File: src/rtl/multiprecision_add_seq.sv


module multiprecision_add_seq #(
    parameter int WIDTH = 32
) (
    input  logic             clk,
    input  logic             rst_n,
    input  logic             start,
    input  logic             sub,
    input  logic [WIDTH-1:0] op_a,
    input  logic [WIDTH-1:0] op_b,
    output logic [7:0]       add_a,
    output logic [7:0]       add_b,
    output logic             add_ci,
    input  logic [7:0]       add_sum,
    input  logic             add_co,
    output logic             ready,
    output logic             busy,
    output logic             done,
    output logic [WIDTH-1:0] result,
    output logic             carry_out
);
    localparam int NBYTES = WIDTH / 8;
    localparam int IW     = (NBYTES > 1) ? $clog2(NBYTES) : 1;
    localparam logic [IW-1:0] LAST = IW'(NBYTES - 1);

    typedef enum logic [1:0] {
        S_IDLE = 2'd0,
        S_RUN  = 2'd1,
        S_DONE = 2'd2
    } state_t;

    state_t           state;
    logic [IW-1:0]    idx;
    logic             carry;
    logic [WIDTH-1:0] a_reg;
    logic [WIDTH-1:0] b_reg;
    logic             sub_reg;

    always_ff @(posedge clk or negedge rst_n) begin
        if (!rst_n) begin
            state     <= S_IDLE;
            idx       <= '0;
            carry     <= 1'b0;
            a_reg     <= '0;
            b_reg     <= '0;
            sub_reg   <= 1'b0;
            result    <= '0;
            carry_out <= 1'b0;
        end else begin
            case (state)
                S_IDLE: begin
                    if (start) begin
                        a_reg   <= op_a;
                        b_reg   <= op_b;
                        sub_reg <= sub;
                        idx     <= '0;
                        // Subtraction is A + ~B + 1: the +1 enters as the first carry-in
                        carry   <= sub;
                        result  <= '0;
                        state   <= S_RUN;
                    end
                end
                S_RUN: begin
                    result[8*idx +: 8] <= add_sum;
                    carry              <= add_co;
                    if (idx == LAST) begin
                        carry_out <= add_co;
                        state     <= S_DONE;
                    end else begin
                        idx <= idx + 1'b1;
                    end
                end
                S_DONE: state <= S_IDLE;
                default: state <= S_IDLE;
            endcase
        end
    end

    always_comb begin
        add_a  = '0;
        add_b  = '0;
        add_ci = 1'b0;
        if (state == S_RUN) begin
            add_a  = a_reg[8*idx +: 8];
            add_b  = b_reg[8*idx +: 8] ^ {8{sub_reg}};
            add_ci = carry;
        end
    end

    assign ready = (state == S_IDLE);
    assign busy  = (state == S_RUN);
    assign done  = (state == S_DONE);
endmodule
File: config.mk
export PLATFORM = sky130hd
export DESIGN_NAME = multiprecision_add_seq
export DESIGN_NICKNAME = d
export VERILOG_FILES = /design/src/rtl/multiprecision_add_seq.sv
export SDC_FILE = /design/constraint.sdc
export NUM_CORES = 1
export LEC_CHECK = 0
export CAP_MARGIN = 15
export CORE_MARGIN = 2
export CORE_UTILIZATION = 31
export DETAILED_ROUTE_END_ITERATION = 8
export SYNTH_ARGS = -nofsm -noshare
export SYNTH_HDL_FRONTEND = slang
export SYNTH_SLANG_ARGS = --single-unit
export TNS_END_PERCENT = 50
File: constraint.sdc
create_clock -name clk -period 4.5 [get_ports clk]
set_input_delay 0.675 -clock clk [delete_from_list [all_inputs] [get_ports clk]]
set_output_delay 0.675 -clock clk [all_outputs]
set_load 0.005 [all_outputs]
### Yosys cells after proc, flatten, opt, wreduce, memory -nomap -nowiden

Index checks and enable logic that the tools add are counted.

| word-level totals | value |
|---|---|
| memory bits (read-only) | 0 |
| memories | 0 |
| output and inout port bits | 53 |
| logic and storage cells | 42 |
| flip-flop bits (word level) | 103 |
| memory bits (writable) | 0 |
| bits in latches | 0 |
| input bits | 77 |

| operators by class | value |
|---|---|
| add/subtract/negate cells | 2 |
| order comparisons | 0 |
| div/mod/pow operators | 0 |
| $mul | 0 |
| equality and inequality tests | 6 |
| shift-type cells | 4 |
| bitwise gates (word level) | 1 |
| reduce and logical (&&, ||, !) cells | 7 |
| mux-type cells | 14 |

Operators by type and width:

| kind | number |
|---|---|
| one-hot mux 32 bit (2 select lines) | 1 |
| variable part select 32 x 6 -> 8 bit | 2 |
| negator 5 -> 34 bit | 1 |
| variable shift 8 x 34 -> 32 bit (first input constant) | 1 |
| variable part select 8 x 34 -> 32 bit | 1 |
| bitwise mux 32 bit | 1 |
| two-way mux 32 bit | 1 |
| two-way mux 8 bit | 2 |
| two-way mux 2 bit | 4 |
| one-hot mux 2 bit (2 select lines) | 2 |
| AND reduction 2 bit | 4 |
| bitwise XOR 8 bit | 1 |
| == test 2 bit (second input constant) | 2 |
| != test 2 bit (second input constant) | 2 |
| AND reduction 3 bit | 1 |
| adder 2 x 1 -> 2 bit (second input constant) | 1 |
| == test 2 x 1 -> 1 bit (second input constant) | 1 |
| zero test 2 bit | 1 |
| two-way mux 1 bit | 2 |
| != test 2 x 1 -> 1 bit (second input constant) | 1 |
| one-hot mux 1 bit (2 select lines) | 1 |
| nonzero test 2 bit | 1 |

### Longest topological paths before layout

Gate-level depths: netlist of the first run.

| logic depth | value |
|---|---|
| depth after elaboration | 4 |
| mapped depth | 7 |
| depth with buffers taken out | 5 |

### Least setup slack after synthesis of the first run

Ideal clock, no wire load.

| timing path | value |
|---|---|
| path kind | flip-flop to output port |
| start point | reg idx[0] |
| end point | out add_b[1] |
| arrival | 1443 ps |
| path buffers | 1 |
| required time | 3825 ps |
| stages on the path, launching flop included | 5 |
| setup slack | 2382 ps |
| cells stage by stage | dfrtp_1 > buf_6 > mux4_2 > xnor2_1 > nor2_1 |

| on the way | value |
|---|---|
| longest elaborated chain between the ends | 3 |

Ends and longest elaborated chain:

| what | line | RTL |
|---|---|---|
| start: declaration | 34 | `logic [IW-1:0] idx;` |
| start signal: assignment | 71 | `idx <= idx + 1'b1;` |
| variable part select 32 x 6 -> 8 bit | 86 | `add_b = b_reg[8*idx +: 8] ^ {8{sub_reg}};` |
| bitwise XOR 8 bit | 86 |  |
| two-way mux 8 bit | 84 | `if (state == S_RUN) begin` |
| end: declaration | 13 | `output logic [7:0] add_b,` |

No other way between the ends.

### Final worst setup path of the first run

Same ends and word-level chain as after synthesis.

==> metrics.log, run 1 <==
INFO  metric antenna_found_initial = 0
INFO  metric boundary_pins = 130
INFO  metric power_density = 671 nW/µm²
INFO  metric totalPowerFinal = 4.23 mW
INFO  metric final_nets = 637
INFO  metric die_h = 126 µm
INFO  metric layout_min_cycle_time = 3.35 ns
INFO  metric timing.hold.ws = 0.389 ns
INFO  metric syn_area = 4600 µm²
INFO  metric cts_hold_buf = 0
INFO  metric commonest_non_fill_non_tap_cells_in_the_layout = nand2_1, clkdlybuf4s50_1, dfrtp_1
INFO  metric synth_enable_flop_cells = 0
INFO  metric setup-violations-final = 0
INFO  metric yosys.cell_types.count = 28
INFO  metric fin_setup_tns = 0 ns
INFO  metric critical_path_start_end_classification = reg -> out
INFO  metric mostFrequentLayoutCell = nand2_1
INFO  metric dp.final_hpwl = 7.75 mm
INFO  metric timing_max_transition_violations_final = 0
INFO  metric ant_nets = 0
INFO  metric netlist.top_cell.by_area = dfrtp_1
INFO  metric cts.reportedPaths.clkPinSlew = 0.07 ns
INFO  metric synth_area_leaders = dfrtp_1, nand2_1, mux4_2
INFO  metric worst_setup_path_end_kind = output port
INFO  metric tightest_slew = 0.959 ns
INFO  metric drt-total-wl = 11.3 mm
INFO  metric run_status = finished clean
INFO  metric firstDrtPassIters = 6
INFO  metric met1Wirelength = 5.15 mm
INFO  metric rr_endpoint = result[0]
INFO  metric gp_routability_congestion = 0.733
INFO  metric worst_r2r_path_depth = 4
INFO  metric ctsResizeCount = 0
INFO  metric synth-seq-area-share = 56.0%
INFO  metric power.static_leakage = 2.94 nW
INFO  metric yosys.area.top_type_share = 56.0%
INFO  metric vias = 3497
INFO  metric die_width = 126 µm
INFO  metric worst_path_max_delay_cell = dfrtp_2
INFO  metric max-cap-violations = 0
INFO  metric slew_headroom = 36.1%
INFO  metric first_global_vias = 3643
INFO  metric numClockSinks = 103
INFO  metric post_cts_setup_buffer_count = 0
INFO  metric critPathMaxFanout = 25
INFO  metric data_required_time_at_the_worst_endpoint = 3.83 ns
INFO  metric areaGrowthSynthToFinish = 36.9%
INFO  metric clock-skew-final = 0.00674 ns
INFO  metric max_stage_delay = 0.88 ns
INFO  metric maxUsedRoutingLayer = met4
INFO  metric pin_count_of_the_biggest_net_entering_global_routing = 67
INFO  metric ys.flop_type = dfrtp_1
INFO  metric met3WireLength = 629 µm
INFO  metric globalRoute.totalOverflow = 0
INFO  metric cp_cell_sequence = mux4_2 -> xnor2_1 -> nor2_1 -> clkdlybuf4s50_1
INFO  metric n_diodes = 0
INFO  metric numPortBuffers = 129
INFO  metric floorplan.core_area = 14500 µm²
INFO  metric floorplan.die_area = 15800 µm²
INFO  metric layout_worst_path_cycle_share = 74.4%
INFO  metric drcViolationCount = 0
INFO  metric dr.first_iter.drc_count = 174
INFO  metric layout_cells_sized_above_1 = 7.51%
INFO  metric cts_htree_levels = 3
INFO  metric hold_viol_final = 0
INFO  metric clock_tree_from_tritoncts = done
INFO  metric r2r_slack = 1.76 ns
INFO  metric syn-instance-count = 435
INFO  metric rows = 44
INFO  metric max-clock-path-buffers = 2
INFO  metric number_of_warnings_reported_in_the_yosys_synthesis_log = 0
INFO  metric dpl_worst_slack = 1.50 ns
INFO  metric worst_setup_path_start_kind = register
INFO  metric clk-insertion-delay-late = 0.35 ns
INFO  metric ir_worst_vdd = 0.000330 V
INFO  metric route.detailed.wl_per_inst = 15.3 µm
INFO  metric setup.worst_path.start = idx[0]
INFO  metric mappedNetlistNets = 518
INFO  metric detailed_place.area = 5990 µm²
INFO  metric root_buffer = clkbuf_16
INFO  metric layout_setup_ws = 1.15 ns
INFO  metric via_per_inst = 4.71
INFO  metric fmax = 299 MHz
INFO  metric placedCellCount = 727
INFO  metric initial_utilization = 31.7%
INFO  metric stdcell_area = 6300 µm²
INFO  metric global_route.usage.total = 15.2%
INFO  metric synthArstFlopShare = 100%
INFO  metric min_path_type = in -> async
INFO  metric synth.avg_cell_area = 10.6 µm²
INFO  metric synth.ff_latch_count = 103
INFO  metric cts-buffers-inserted = 9
INFO  metric met2_length = 5.36 mm
INFO  metric non_filler_instances = 743
INFO  metric timing.rr.start = idx[1]
INFO  metric core_util_final = 43.4%
INFO  metric data_arrival_time_of_the_critical_path = 2.67 ns
INFO  metric grt_first_pass_wirelength = 19.0 mm
INFO  metric unrepaired_setup_endpoints_after_global_routing = no
==> how the worst max path moves through the flow <==
stage,endpoint,slack (ns),depth (start not counted)
finish,add_b[1],1.15,4
global route,add_b[7],0.97,4
CTS,add_b[4],1.09,4
detailed placement,add_b[7],1.50,4
global placement,add_b[7],1.50,4
floorplan,add_b[1],2.38,4
==> critical path: cells and delay by family (launching register included) <==
| kind | cells | cell delay (ns) |
|---|---|---|
| muxes | 1 | 0.60 |
| xor gates and xnor gates | 1 | 0.14 |
| and+or+nand+nor | 1 | 0.16 |
| buffers and inverters | 1 | 0.53 |
| DFF | 1 | 0.88 |
==> cells in the mapped netlist, types with 2 or more instances <==
master	number
buf_2	10
mux4_2	15
inv_1	4
clkbuf_1	3
a21o_1	4
nand3_1	2
nor2_1	10
and2_1	10
mux2_2	2
xnor2_1	8
buf_6	7
dfrtp_1	103
ha_1	6
a22o_1	32
buf_1	2
nand2_1	203
nor4_4	2
nand2b_1	2
==> kinds of logic (layout without fill, tap and decap cells) <==
logic type | after synthesis | in the layout | synth area share, %
and+or+nand+nor | 236 | 236 | 21.9
DFF | 103 | 103 | 56.0
AOI/OAI and AO/OA | 37 | 37 | 6.85
buffers and inverters | 27 | 151 | 3.70
muxes | 18 | 18 | 8.40
xor gates and xnor gates | 8 | 8 | 1.52
adders and majority gates | 6 | 6 | 1.63
==> where the power goes <==
group | total [mW] | switching, mW | internal [mW]
Clock | 0.831 | 0.342 | 0.489
Sequential | 1.64 | 0.333 | 1.30
Combinational | 1.77 | 0.767 | 0.999
Total | 4.23 | 1.44 | 2.79
==> layout make-up <==
type | instances | area, µm²
clock buffers | 11 | 233
clock inverters | 5 | 81.3
fillers | 1433 | 8230
inverters | 4 | 15.0
multi-input cells | 305 | 1860
flip-flops and latches | 103 | 2580
well taps | 184 | 230
repair buffers | 131 | 1300
==> metal layers <==
layer / up-vias / global-route usage (%)
met5: - / 0
met4: 0 / 5.75
met3: 15 / 3.74
met2: 106 / 24.4
met1: 1706 / 20.2
li1: 1670 / -
No activity file was read; power rests on OpenSTA's default activity.
==> inputs of run 2 (changes only) <==
- clock period: 4.5 -> 3 ns (I/O delays scaled with it)
==> run 2 against run 1 <==
Effect of this change:
- via count fell by 0.51%
- critical path type unchanged
- register-to-register slack got worse by 1.1 ns
- largest cell class unchanged
- largest power group unchanged
- total power rose by 49%
- combinational power rose by 55%
- core utilization rose by 0.19 points
- highest routed layer unchanged
- first-iteration DRC count rose by 6.9%
- clock power rose by 41%
- final cell count rose by 0.67%
- cell area rose by 0.44%
- die area did not move
- non-clock buffer count rose by 5
==> metrics.log, run 2 (synthesis gave the netlist of run 1 again) <==
INFO  metric run_status = finished clean
INFO  metric route.detailed.wl_per_inst = 14.9 µm (-2.6%)
INFO  metric root_buffer = clkbuf_16
INFO  metric cts-buffers-inserted = 9 (unchanged)
INFO  metric die_h = 126 µm (unchanged)
INFO  metric gp_routability_congestion = 0.759 (+3.6%)
INFO  metric first_global_vias = 3584 (-1.6%)
INFO  metric worst_setup_path_end_kind = output port
INFO  metric floorplan.die_area = 15800 µm² (unchanged)
INFO  metric hold_viol_final = 0 (unchanged)
INFO  metric grt_first_pass_wirelength = 18.5 mm (-2.5%)
INFO  metric vias = 3479 (-0.51%)
INFO  metric firstDrtPassIters = 6 (unchanged)
INFO  metric cts_htree_levels = 3 (unchanged)
INFO  metric max-cap-violations = 0 (unchanged)
INFO  metric timing.rr.start = idx[1]
INFO  metric ir_worst_vdd = 0.000364 V (+10%)
INFO  metric timing.hold.ws = 0.216 ns (-0.173 ns)
INFO  metric global_route.usage.total = 14.7% (-0.50 points)
INFO  metric commonest_non_fill_non_tap_cells_in_the_layout = nand2_1, clkdlybuf4s50_1, dfrtp_1
INFO  metric pin_count_of_the_biggest_net_entering_global_routing = 75 (+12%)
INFO  metric die_width = 126 µm (unchanged)
INFO  metric ctsResizeCount = 1 (+1)
INFO  metric fin_setup_tns = 0 ns (unchanged)
INFO  metric clock_tree_from_tritoncts = done
INFO  metric placedCellCount = 732 (+0.69%)
INFO  metric clock-skew-final = 0.00722 ns (+0.000471 ns)
INFO  metric non_filler_instances = 748 (+0.67%)
INFO  metric drt-total-wl = 11.1 mm (-2.0%)
INFO  metric ant_nets = 0 (unchanged)
INFO  metric critical_path_start_end_classification = reg -> out
INFO  metric dp.final_hpwl = 7.84 mm (+1.1%)
INFO  metric worst_setup_path_start_kind = register
INFO  metric tightest_slew = 0.938 ns (-0.0204 ns)
INFO  metric data_arrival_time_of_the_critical_path = 2.39 ns (-0.28 ns)
INFO  metric max-clock-path-buffers = 2 (unchanged)
INFO  metric fmax = 352 MHz
INFO  metric areaGrowthSynthToFinish = 37.5%
INFO  metric antenna_found_initial = 0 (unchanged)
INFO  metric min_path_type = in -> async
INFO  metric setup.worst_path.start = idx[0]
INFO  metric final_nets = 642 (+0.78%)
INFO  metric timing_max_transition_violations_final = 0 (unchanged)
INFO  metric power.static_leakage = 2.96 nW (+0.80%)
INFO  metric numPortBuffers = 129 (unchanged)
INFO  metric n_diodes = 0 (unchanged)
INFO  metric slew_headroom = 37.5% (+1.4 points)
INFO  metric cts_hold_buf = 0 (unchanged)
INFO  metric layout_worst_path_cycle_share = 94.7%
INFO  metric post_cts_setup_buffer_count = 0 (unchanged)
INFO  metric boundary_pins = 130 (unchanged)
INFO  metric numClockSinks = 103 (unchanged)
INFO  metric data_required_time_at_the_worst_endpoint = 2.55 ns (-1.28 ns)
INFO  metric mostFrequentLayoutCell = nand2_1
INFO  metric layout_min_cycle_time = 2.84 ns
INFO  metric power_density = 994 nW/µm² (+48%)
INFO  metric globalRoute.totalOverflow = 0 (unchanged)
INFO  metric layout_cells_sized_above_1 = 8.69% (+1.2 points)
INFO  metric setup-violations-final = 0 (unchanged)
INFO  metric cts.reportedPaths.clkPinSlew = 0.08 ns (about the same)
INFO  metric drcViolationCount = 0 (unchanged)
INFO  metric rows = 44 (unchanged)
INFO  metric clk-insertion-delay-late = 0.35 ns (about the same)
INFO  metric initial_utilization = 31.7% (unchanged)
INFO  metric floorplan.core_area = 14500 µm² (unchanged)
INFO  metric unrepaired_setup_endpoints_after_global_routing = no
INFO  metric dr.first_iter.drc_count = 186 (+6.9%)
INFO  metric via_per_inst = 4.65 (-1.2%)
INFO  metric critPathMaxFanout = 13 (-48%)
==> run 2: per-stage QoR <==
| stage | setup slack, ns | power [mW] | utilization [%] | instance area [µm²] |
|---|---|---|---|---|
| 6_report | 0.158 | 6.30 | 43.6 | 6330 |
| 3_5_place_dp | 0.396 | 5.20 | 41.5 | 6030 |
| 4_1_cts | 0.0921 | 6.40 | 43.6 | 6330 |
| 3_3_place_gp | 0.415 | 5.14 | 41.5 | 6030 |
| 5_1_grt | 0.0208 | 6.78 | 43.6 | 6330 |
| 2_1_floorplan | 0.956 | 4.02 | - | 4600 |
==> run 2: final cells by class <==
type | instances | area (µm²)
clock buffer | 9 | 225
sequential | 103 | 2580
tap | 184 | 230
inverter | 4 | 15.0
clock inverter | 7 | 76.3
fill | 1423 | 8200
timing repair buffer | 136 | 1340
multi-input combinational | 305 | 1860
==> run 2: power by group <==
part	total (mW)	leakage [nW]	switching [mW]	internal (mW)
Clock	1.17	0.148	0.574	0.592
Sequential	2.38	1.32	0.425	1.96
Combinational	2.75	1.50	1.22	1.52
==> run 2: per-layer routing <==
metal  vias up  wire (µm)  GRT usage (%)
met5         -          0              0
met4         0        161           5.82
met3        14        506           3.14
met2        99       5130           23.2
met1      1687       5330           20.1
li1       1679          -              -
==> run 2: critical path, stage by stage (launching register included) <==
cell and delay, ns:
dfrtp_4 0.59, buf_4 0.30, mux4_2 0.51, and2_1 0.18, clkdlybuf4s50_1 0.46
==> run 2: worst paths after layout <==
check / to / slack [ns] / cells after the start
setup / recovery: add_a[7] / 0.16 / 4
max in group asynchronous: b_reg[11] / 1.98 / 2
setup reg to reg: result[22] / 0.64 / 6
hold reg to reg: b_reg[22] / 0.47 / 2
hold / removal: a_reg[4] / 0.22 / 1
min in group clk: b_reg[22] / 0.47 / 2
